==> src/rtl/dct_pkg.sv <==
// Shared constants, bank-state and FSM encodings for the DCT-to-IDCT
// coefficient requantisation buffer.
package dct_pkg;

  localparam int DW       = 32;
  localparam int CW       = 14;
  localparam int NCOEF    = 64;
  localparam int MAXSH    = 7;
  localparam int SW       = $clog2(MAXSH + 1);
  localparam int AW       = $clog2(NCOEF);
  localparam int COEF_MSB = 31;
  localparam int COEF_LSB = 18;

  localparam logic [AW-1:0] LAST_IDX = AW'(NCOEF - 1);

  typedef enum logic {EMPTY = 1'b0, FULL = 1'b1} bank_state_e;
  typedef enum logic {W_IDLE = 1'b0, W_FILL = 1'b1} w_state_e;
  typedef enum logic {R_IDLE = 1'b0, R_DRAIN = 1'b1} r_state_e;

  function automatic logic [DW-1:0] sext_coef(input logic [CW-1:0] v);
    return {{(DW - CW){v[CW-1]}}, v};
  endfunction

endpackage

==> src/rtl/coef_requant_buffer_if.sv <==
// Write-side (DCT) and read-side (IDCT) stream signals of the requant buffer.
interface coef_requant_buffer_if;

  logic                    in_valid;
  logic [dct_pkg::DW-1:0]  din;
  logic [dct_pkg::SW-1:0]  qshift;
  logic                    in_full;
  logic                    overflow;
  logic                    out_start;
  logic                    out_valid;
  logic                    out_ready;
  logic                    out_last;
  logic [dct_pkg::DW-1:0]  dout;

  modport slave (
    input  in_valid, din, qshift, out_ready,
    output in_full, overflow, out_start, out_valid, out_last, dout
  );

  modport master (
    output in_valid, din, qshift, out_ready,
    input  in_full, overflow, out_start, out_valid, out_last, dout
  );

endinterface

==> src/rtl/coef_quant.sv <==
// Quantise/dequantise one coefficient: shift by s with round-half-away-from-zero,
// scale back up and saturate to the signed CW-bit range.
module coef_quant
  import dct_pkg::*;
(
  input  logic [CW-1:0] c,
  input  logic [SW-1:0] s,
  output logic [CW-1:0] v
);

  localparam logic signed [CW+1:0] SAT_MAX = 16'sd8191;
  localparam logic signed [CW+1:0] SAT_MIN = -16'sd8192;

  logic [CW+1:0] c_ext_s;
  logic [CW+1:0] mag_s;
  logic [CW+1:0] rnd_s;
  logic [CW+1:0] m_s;
  logic [CW+1:0] q_s;
  logic [CW+1:0] sv_s;

  // Two guard bits keep |c| + half-step and its rescaled value exact before saturation.
  always_comb begin
    c_ext_s = {{2{c[CW-1]}}, c};
    if (c[CW-1]) begin
      mag_s = 16'd0 - c_ext_s;
    end else begin
      mag_s = c_ext_s;
    end
    if (s == 3'd0) begin
      rnd_s = 16'd0;
    end else begin
      rnd_s = 16'd1 << (s - 3'd1);
    end
    m_s = (mag_s + rnd_s) >> s;
    q_s = m_s << s;
    if (c[CW-1]) begin
      sv_s = 16'd0 - q_s;
    end else begin
      sv_s = q_s;
    end
    if ($signed(sv_s) > SAT_MAX) begin
      v = 14'h1FFF;
    end else if ($signed(sv_s) < SAT_MIN) begin
      v = 14'h2000;
    end else begin
      v = sv_s[CW-1:0];
    end
  end

endmodule

==> src/rtl/coef_requant_buffer.sv <==
// Captures 64-coefficient DCT blocks, requantises each coefficient and replays
// them to the IDCT from a ping-pong buffer under valid/ready.
module coef_requant_buffer
  import dct_pkg::*;
(
  input  logic                 clk,
  input  logic                 reset,
  coef_requant_buffer_if.slave bus
);

  logic [CW-1:0] mem_r [2][NCOEF];
  bank_state_e   bank_r [2];
  bank_state_e   bank_next_s [2];

  w_state_e      w_state_r, w_state_next_s;
  r_state_e      r_state_r, r_state_next_s;
  logic [AW-1:0] wcnt_r, wcnt_next_s, wr_addr_s;
  logic [AW-1:0] rcnt_r, rcnt_next_s, rd_idx_s;
  logic          wr_bank_r, wr_bank_next_s, rd_bank_r, rd_bank_next_s, rd_sel_s;
  logic [SW-1:0] qsh_r, qsh_next_s, shift_s;
  logic          wr_en_s, wr_done_s, ovf_set_s, wr_bank_free_s, rd_free_s, load_s;
  logic          out_valid_r, out_valid_next_s;
  logic          out_start_r, out_start_next_s;
  logic          out_last_r, out_last_next_s;
  logic          in_full_r, overflow_r;
  logic [DW-1:0] dout_r;
  logic [CW-1:0] v_s;

  coef_quant u_quant (
    .c (bus.din[COEF_MSB:COEF_LSB]),
    .s (shift_s),
    .v (v_s)
  );

  // A bank being released by the reader this cycle may already take word 0.
  assign wr_bank_free_s = (bank_r[wr_bank_r] == EMPTY) ||
                          (rd_free_s && (rd_bank_r == wr_bank_r));

  // Write FSM next state; word 0 uses the live qshift, later words the latched one.
  always_comb begin
    w_state_next_s = w_state_r;
    wcnt_next_s    = wcnt_r;
    wr_bank_next_s = wr_bank_r;
    qsh_next_s     = qsh_r;
    shift_s        = qsh_r;
    wr_addr_s      = wcnt_r;
    wr_en_s        = 1'b0;
    wr_done_s      = 1'b0;
    ovf_set_s      = 1'b0;
    case (w_state_r)
      W_IDLE: begin
        shift_s   = bus.qshift;
        wr_addr_s = {AW{1'b0}};
        if (bus.in_valid && wr_bank_free_s) begin
          wr_en_s        = 1'b1;
          qsh_next_s     = bus.qshift;
          wcnt_next_s    = 6'd1;
          w_state_next_s = W_FILL;
        end else if (bus.in_valid) begin
          ovf_set_s = 1'b1;
        end else begin
          ovf_set_s = 1'b0;
        end
      end
      W_FILL: begin
        if (bus.in_valid) begin
          wr_en_s = 1'b1;
          if (wcnt_r == LAST_IDX) begin
            wr_done_s      = 1'b1;
            wcnt_next_s    = {AW{1'b0}};
            wr_bank_next_s = ~wr_bank_r;
            w_state_next_s = W_IDLE;
          end else begin
            wcnt_next_s = wcnt_r + 6'd1;
          end
        end else begin
          wr_en_s = 1'b0;
        end
      end
      default: w_state_next_s = W_IDLE;
    endcase
  end

  // Read FSM next state; dout is prefetched so the next word is ready on acceptance.
  always_comb begin
    r_state_next_s   = r_state_r;
    rcnt_next_s      = rcnt_r;
    rd_bank_next_s   = rd_bank_r;
    rd_free_s        = 1'b0;
    load_s           = 1'b0;
    rd_sel_s         = rd_bank_r;
    rd_idx_s         = rcnt_r;
    out_valid_next_s = out_valid_r;
    out_start_next_s = out_start_r;
    out_last_next_s  = out_last_r;
    case (r_state_r)
      R_IDLE: begin
        if (bank_r[rd_bank_r] == FULL) begin
          r_state_next_s   = R_DRAIN;
          rcnt_next_s      = {AW{1'b0}};
          rd_idx_s         = {AW{1'b0}};
          load_s           = 1'b1;
          out_valid_next_s = 1'b1;
          out_start_next_s = 1'b1;
          out_last_next_s  = 1'b0;
        end else begin
          load_s = 1'b0;
        end
      end
      R_DRAIN: begin
        if (out_valid_r && bus.out_ready && (rcnt_r == LAST_IDX)) begin
          rd_free_s      = 1'b1;
          rd_bank_next_s = ~rd_bank_r;
          if (bank_r[~rd_bank_r] == FULL) begin
            rcnt_next_s     = {AW{1'b0}};
            rd_sel_s        = ~rd_bank_r;
            rd_idx_s        = {AW{1'b0}};
            load_s          = 1'b1;
            out_last_next_s = 1'b0;
          end else begin
            r_state_next_s   = R_IDLE;
            out_valid_next_s = 1'b0;
            out_start_next_s = 1'b0;
            out_last_next_s  = 1'b0;
          end
        end else if (out_valid_r && bus.out_ready) begin
          rcnt_next_s     = rcnt_r + 6'd1;
          rd_idx_s        = rcnt_r + 6'd1;
          load_s          = 1'b1;
          out_last_next_s = ((rcnt_r + 6'd1) == LAST_IDX);
        end else begin
          load_s = 1'b0;
        end
      end
      default: r_state_next_s = R_IDLE;
    endcase
  end

  // Bank occupancy: the reader and writer never target the same bank in one cycle.
  always_comb begin
    for (int i = 0; i < 2; i++) begin
      if (rd_free_s && (int'(rd_bank_r) == i)) begin
        bank_next_s[i] = EMPTY;
      end else if (wr_done_s && (int'(wr_bank_r) == i)) begin
        bank_next_s[i] = FULL;
      end else begin
        bank_next_s[i] = bank_r[i];
      end
    end
  end

  // Coefficient storage; contents are only meaningful for banks marked FULL.
  always_ff @(posedge clk) begin
    if (wr_en_s) begin
      mem_r[wr_bank_r][wr_addr_s] <= v_s;
    end
  end

  // State, counters and registered outputs.
  always_ff @(posedge clk or negedge reset) begin
    if (!reset) begin
      w_state_r   <= W_IDLE;
      r_state_r   <= R_IDLE;
      wcnt_r      <= {AW{1'b0}};
      rcnt_r      <= {AW{1'b0}};
      wr_bank_r   <= 1'b0;
      rd_bank_r   <= 1'b0;
      qsh_r       <= {SW{1'b0}};
      bank_r[0]   <= EMPTY;
      bank_r[1]   <= EMPTY;
      out_valid_r <= 1'b0;
      out_start_r <= 1'b0;
      out_last_r  <= 1'b0;
      in_full_r   <= 1'b0;
      overflow_r  <= 1'b0;
      dout_r      <= {DW{1'b0}};
    end else begin
      w_state_r   <= w_state_next_s;
      r_state_r   <= r_state_next_s;
      wcnt_r      <= wcnt_next_s;
      rcnt_r      <= rcnt_next_s;
      wr_bank_r   <= wr_bank_next_s;
      rd_bank_r   <= rd_bank_next_s;
      qsh_r       <= qsh_next_s;
      bank_r      <= bank_next_s;
      out_valid_r <= out_valid_next_s;
      out_start_r <= out_start_next_s;
      out_last_r  <= out_last_next_s;
      in_full_r   <= (bank_next_s[0] == FULL) && (bank_next_s[1] == FULL);
      overflow_r  <= overflow_r | ovf_set_s;
      if (load_s) begin
        dout_r <= sext_coef(mem_r[rd_sel_s][rd_idx_s]);
      end else begin
        dout_r <= dout_r;
      end
    end
  end

  assign bus.out_valid = out_valid_r;
  assign bus.out_start = out_start_r;
  assign bus.out_last  = out_last_r;
  assign bus.dout      = dout_r;
  assign bus.in_full   = in_full_r;
  assign bus.overflow  = overflow_r;

endmodule

==> src/flat_wrapper.sv <==
// flat-port wrapper written by rule: the top's interface ports become plain ports
module coef_requant_buffer_flat import dct_pkg::*;
  (clk, reset, bus_in_valid, bus_din, bus_qshift, bus_out_ready, bus_in_full, bus_overflow, bus_out_start, bus_out_valid, bus_out_last, bus_dout);
  coef_requant_buffer_if bus_i ();
  input  logic clk;
  input  logic reset;
  input wire logic [$bits(bus_i.in_valid)-1:0] bus_in_valid;
  input wire logic [$bits(bus_i.din)-1:0] bus_din;
  input wire logic [$bits(bus_i.qshift)-1:0] bus_qshift;
  input wire logic [$bits(bus_i.out_ready)-1:0] bus_out_ready;
  output wire logic [$bits(bus_i.in_full)-1:0] bus_in_full;
  output wire logic [$bits(bus_i.overflow)-1:0] bus_overflow;
  output wire logic [$bits(bus_i.out_start)-1:0] bus_out_start;
  output wire logic [$bits(bus_i.out_valid)-1:0] bus_out_valid;
  output wire logic [$bits(bus_i.out_last)-1:0] bus_out_last;
  output wire logic [$bits(bus_i.dout)-1:0] bus_dout;
  assign bus_i.in_valid = bus_in_valid;
  assign bus_i.din = bus_din;
  assign bus_i.qshift = bus_qshift;
  assign bus_i.out_ready = bus_out_ready;
  assign bus_in_full = bus_i.in_full;
  assign bus_overflow = bus_i.overflow;
  assign bus_out_start = bus_i.out_start;
  assign bus_out_valid = bus_i.out_valid;
  assign bus_out_last = bus_i.out_last;
  assign bus_dout = bus_i.dout;
  coef_requant_buffer u_core (.clk(clk), .reset(reset), .bus(bus_i));
endmodule
==> config.mk <==
export PLATFORM = sky130hd
export DESIGN_NAME = coef_requant_buffer_flat
export DESIGN_NICKNAME = d
export VERILOG_FILES = /design/src/rtl/dct_pkg.sv /design/src/rtl/coef_requant_buffer_if.sv /design/src/rtl/coef_quant.sv /design/src/rtl/coef_requant_buffer.sv /design/src/flat_wrapper.sv
export SDC_FILE = /design/constraint.sdc
export NUM_CORES = 2
export LEC_CHECK = 0
export ABC_AREA = 1
export CAP_MARGIN = 20
export CORE_AREA = 2 2 358 360
export CTS_CLUSTER_SIZE = 24
export DETAILED_ROUTE_END_ITERATION = 12
export DIE_AREA = 0 0 360 362
export PLACE_DENSITY = 0.76
export SYNTH_ARGS = -nofsm -noshare
export SYNTH_HDL_FRONTEND = slang
export SYNTH_SLANG_ARGS = --single-unit
==> constraint.sdc <==
create_clock -name clk -period 8.4 [get_ports clk]
set_input_delay 2.52 -clock clk [delete_from_list [all_inputs] [get_ports clk]]
set_output_delay 2.52 -clock clk [all_outputs]
set_load 0.1 [all_outputs]
==> results.md <==
- Num CTS Buffers: 177
- # rows: 131
- Hold Violations, Final: 0
- #FFs+latches synth: 1831
- Initial core utilization: 59.4%
- Core area: 127000 µm²
- Total wire length: 195000 µm
- All-Layer GR Usage: 29.5%
- Psw: 10400 µW
- Max frequency: 145 MHz
- Clock skew: 0.0301 ns
- Number of synthesized flops with an enable pin: 1792
- CP max stage cell: inv_4
- Worst Path Arrival: 7.50 ns
- I/O pins: 76
- Vias in the first global route: 48100
- Final GP Congestion: 0.873
- Fraction of registers with async set/reset: 2.13%
- LEAKAGE: 0.0275 µW
- Setup WS pre-CTS: 0.655 ns
- CP Class: input pin to register
- Post-synthesis sequential area ratio: 72.8%
- Vias per cell: 6.49
- PD cells: 346 nW/µm²
- Critical Path Start Type: input pin
- Ant diodes: 0
- DR pass1 iterations: 7
- 1st-iter DRT viols: 6981
- Final Non-Filler Cells: 7726
- DP Cell Count: 7408
- Netlist cell types: 49
- Final Critical Period: 6.91 ns
- Fin crit share: 82.3%
- Sw Ratio: 35.5%
- Final ANT Viol Nets: 0
- Initial antenna violation count: 4
- Met3 wire length: 21700 µm
- Grt ovf: 0
- R2R cell count: 29
- Synth warn: 0
- Final hold slack: 0.491 ns
- Max-slew violations: 0
- Fraction of layout cells with a size suffix above 1: 10.4%
- Synthesized area per cell: 12.7 µm²
- Worst-path fanout max: 51
- DRC errors left: 0
- IO buf count: 57
- Final WS setup: 1.49 ns
- Die ar.: 130000 µm²
- Root Buffer: clkbuf_16
- Count of final setup violators: 0
- Status: complete, no violations
- RSZ-0062 raised after global routing: false
- Cts hold-fix bufs: 0
- Pint: 18800 µW
- Vias: 50100
- First-pass GRT wire length: 290000 µm
- Top_reg_cell synth: edfxtp_1
- Largest net degree at the start of global routing: 194
- Post-DP HPWL: 107000 µm
- Sequential share of power: 44.0%
- Logic pwr share: 29.9%
- Clk Latency, worst-skew pair: 0.81 ns
- CP endpoint kind: register
- Max-Cap Viols: 0
- CP max stage delay: 0.49 ns
- # clock sinks: 1831
- Clock transition at path regs: 0.06 ns
- Headroom to the max-slew limit: 24.4%
- Worst Hold Class: register to register
- Max clock buf depth: 3
- Crit-path most repeated cell: nand2_1
- P&R area growth vs syn: 12.0%
- Post-Syn Area: 75300 µm²
- Max layer used: met5
- Peak VDD IR: 0.000768 V
- Worst EP required: 8.98 ns
- Die outline width: 360 µm
- # H-tree levels: 4
- Routed met1 length: 73000 µm
- Final net count: 5978
- CTS tree: yes
- Die height: 362 µm
- Hold path depth: 2
- # Post-CTS Setup Buffers: 0
- Per-cell routed wire length: 25.3 µm
- Wire length on met2: 92100 µm
- Cells after Synth: 5922
- Slew @ Worst Pin: 1.13 ns
- Clock share of power: 26.1%
- Syn_nets: 5975
- Post-cts sizing count: 0
==> flip-flops by register name (all words and copies together), names as in the netlist, 2 cells and up <==
name,flops
u_core.bank_r,2
u_core.bus.dout,14
u_core.mem_r,1792
u_core.qsh_r,3
u_core.rcnt_r,6
u_core.wcnt_r,6
==> kinds of logic after synthesis <==
logic type | count (synthesis) | synth area share [%]
compound gates | 1250 | 11.6
mux | 2 | 0.0283
xor+xnor | 27 | 0.324
fa+ha+maj | 14 | 0.243
buf+inv | 555 | 3.18
flops | 1831 | 72.8
other cells | 1 | 0.00498
simple gates | 2242 | 11.8
==> routing by layer <==
layer | vias to the layer above | global-route usage (%)
met1 | 24600 | 39.7
li1 | 22100 | -
met4 | 4 | 12.9
met2 | 2973 | 47.0
met3 | 471 | 6.21
met5 | - | 0
==> worst paths after layout <==
kind,slack (ns),to,start
setup / recovery,1.49,u_core.mem_r[0][0],bus_qshift[0]
hold / removal,0.49,u_core.bus.dout[6],u_core.bus.dout[6]
setup reg to reg,2.71,u_core.mem_r[0][0],u_core.w_state_r
hold reg to reg,0.49,u_core.bus.dout[6],u_core.bus.dout[6]
max in group asynchronous,6.04,u_core.wr_bank_r,reset
min in group asynchronous,1.83,u_core.bus.in_full,reset
==> final cells by class <==
class	count	area (µm²)
sequential	1831	54800
timing repair buffer	278	2780
multi-input combinational	3536	18800
clock inverter	92	813
fill	8622	42300
inverter	101	412
tap	1662	2080
clock buffer	226	4690
==> critical path: cells and delay by family <==
kind / cells / cell delay (ns)
AOI/OAI and AO/OA: 2 / 0.49
xor gates and xnor gates: 1 / 0.35
adders and majority gates: 2 / 0.54
buffers and inverters: 6 / 1.61
and+or+nand+nor: 20 / 1.92
==> cells in the mapped netlist (15+ instances only) <==
master	instances	area share, %
nor3_1	106	0.70
edfxtp_1	1792	71
nor2_1	1646	8.2
buf_4	41	0.41
buf_1	20	0.10
dfrtp_1	39	1.3
xor2_1	19	0.22
o311ai_0	106	1.2
buf_2	118	0.78
nand2_1	296	1.5
a21oi_1	15	0.10
o21ai_0	400	2.7
o21ai_1	73	0.49
o211ai_1	296	3.0
nand3_1	149	0.99
inv_1	87	0.43
o311ai_1	118	1.4
o32ai_1	225	2.6
clkbuf_1	274	1.4
==> power groups by stage <==
stage	clock (µW)	combinational, µW	sequential, µW
finish	7610	8740	12900
global placement	0	8310	13000
floorplan	0	4400	13600
global route	8010	9210	12900
CTS	7660	8570	12800
detailed placement	0	8530	13000
==> placed cells by master (no fill, tap or decap), types with 74 or more instances in the layout <==
master / netlist / routed
buf_4: 41 / 177
clkbuf_16: 0 / 179
edfxtp_1: 1792 / 1792
inv_1: 87 / 84
nand2_1: 296 / 283
nand3_1: 149 / 149
nor2_1: 1646 / 1636
nor3_2: 1 / 96
o211ai_1: 296 / 296
o21ai_0: 400 / 398
o21ai_1: 73 / 74
o311ai_0: 106 / 106
o311ai_1: 118 / 118
o32ai_1: 225 / 224
==> metrics by stage <==
| step | instance area (µm²) | setup TNS (ns) | util [%] | power, µW |
|---|---|---|---|---|
| after global placement | 78900 | 0 | 62.2 | 21300 |
| after global routing | 84400 | 0 | 66.6 | 30100 |
| after CTS | 84400 | 0 | 66.6 | 29100 |
| after detailed placement | 78900 | 0 | 62.2 | 21600 |
| final | 84400 | 0 | 66.6 | 29200 |
| after floorplan | 75300 | -270.87 | - | 18000 |
Power figures use the tool's default switching activity.
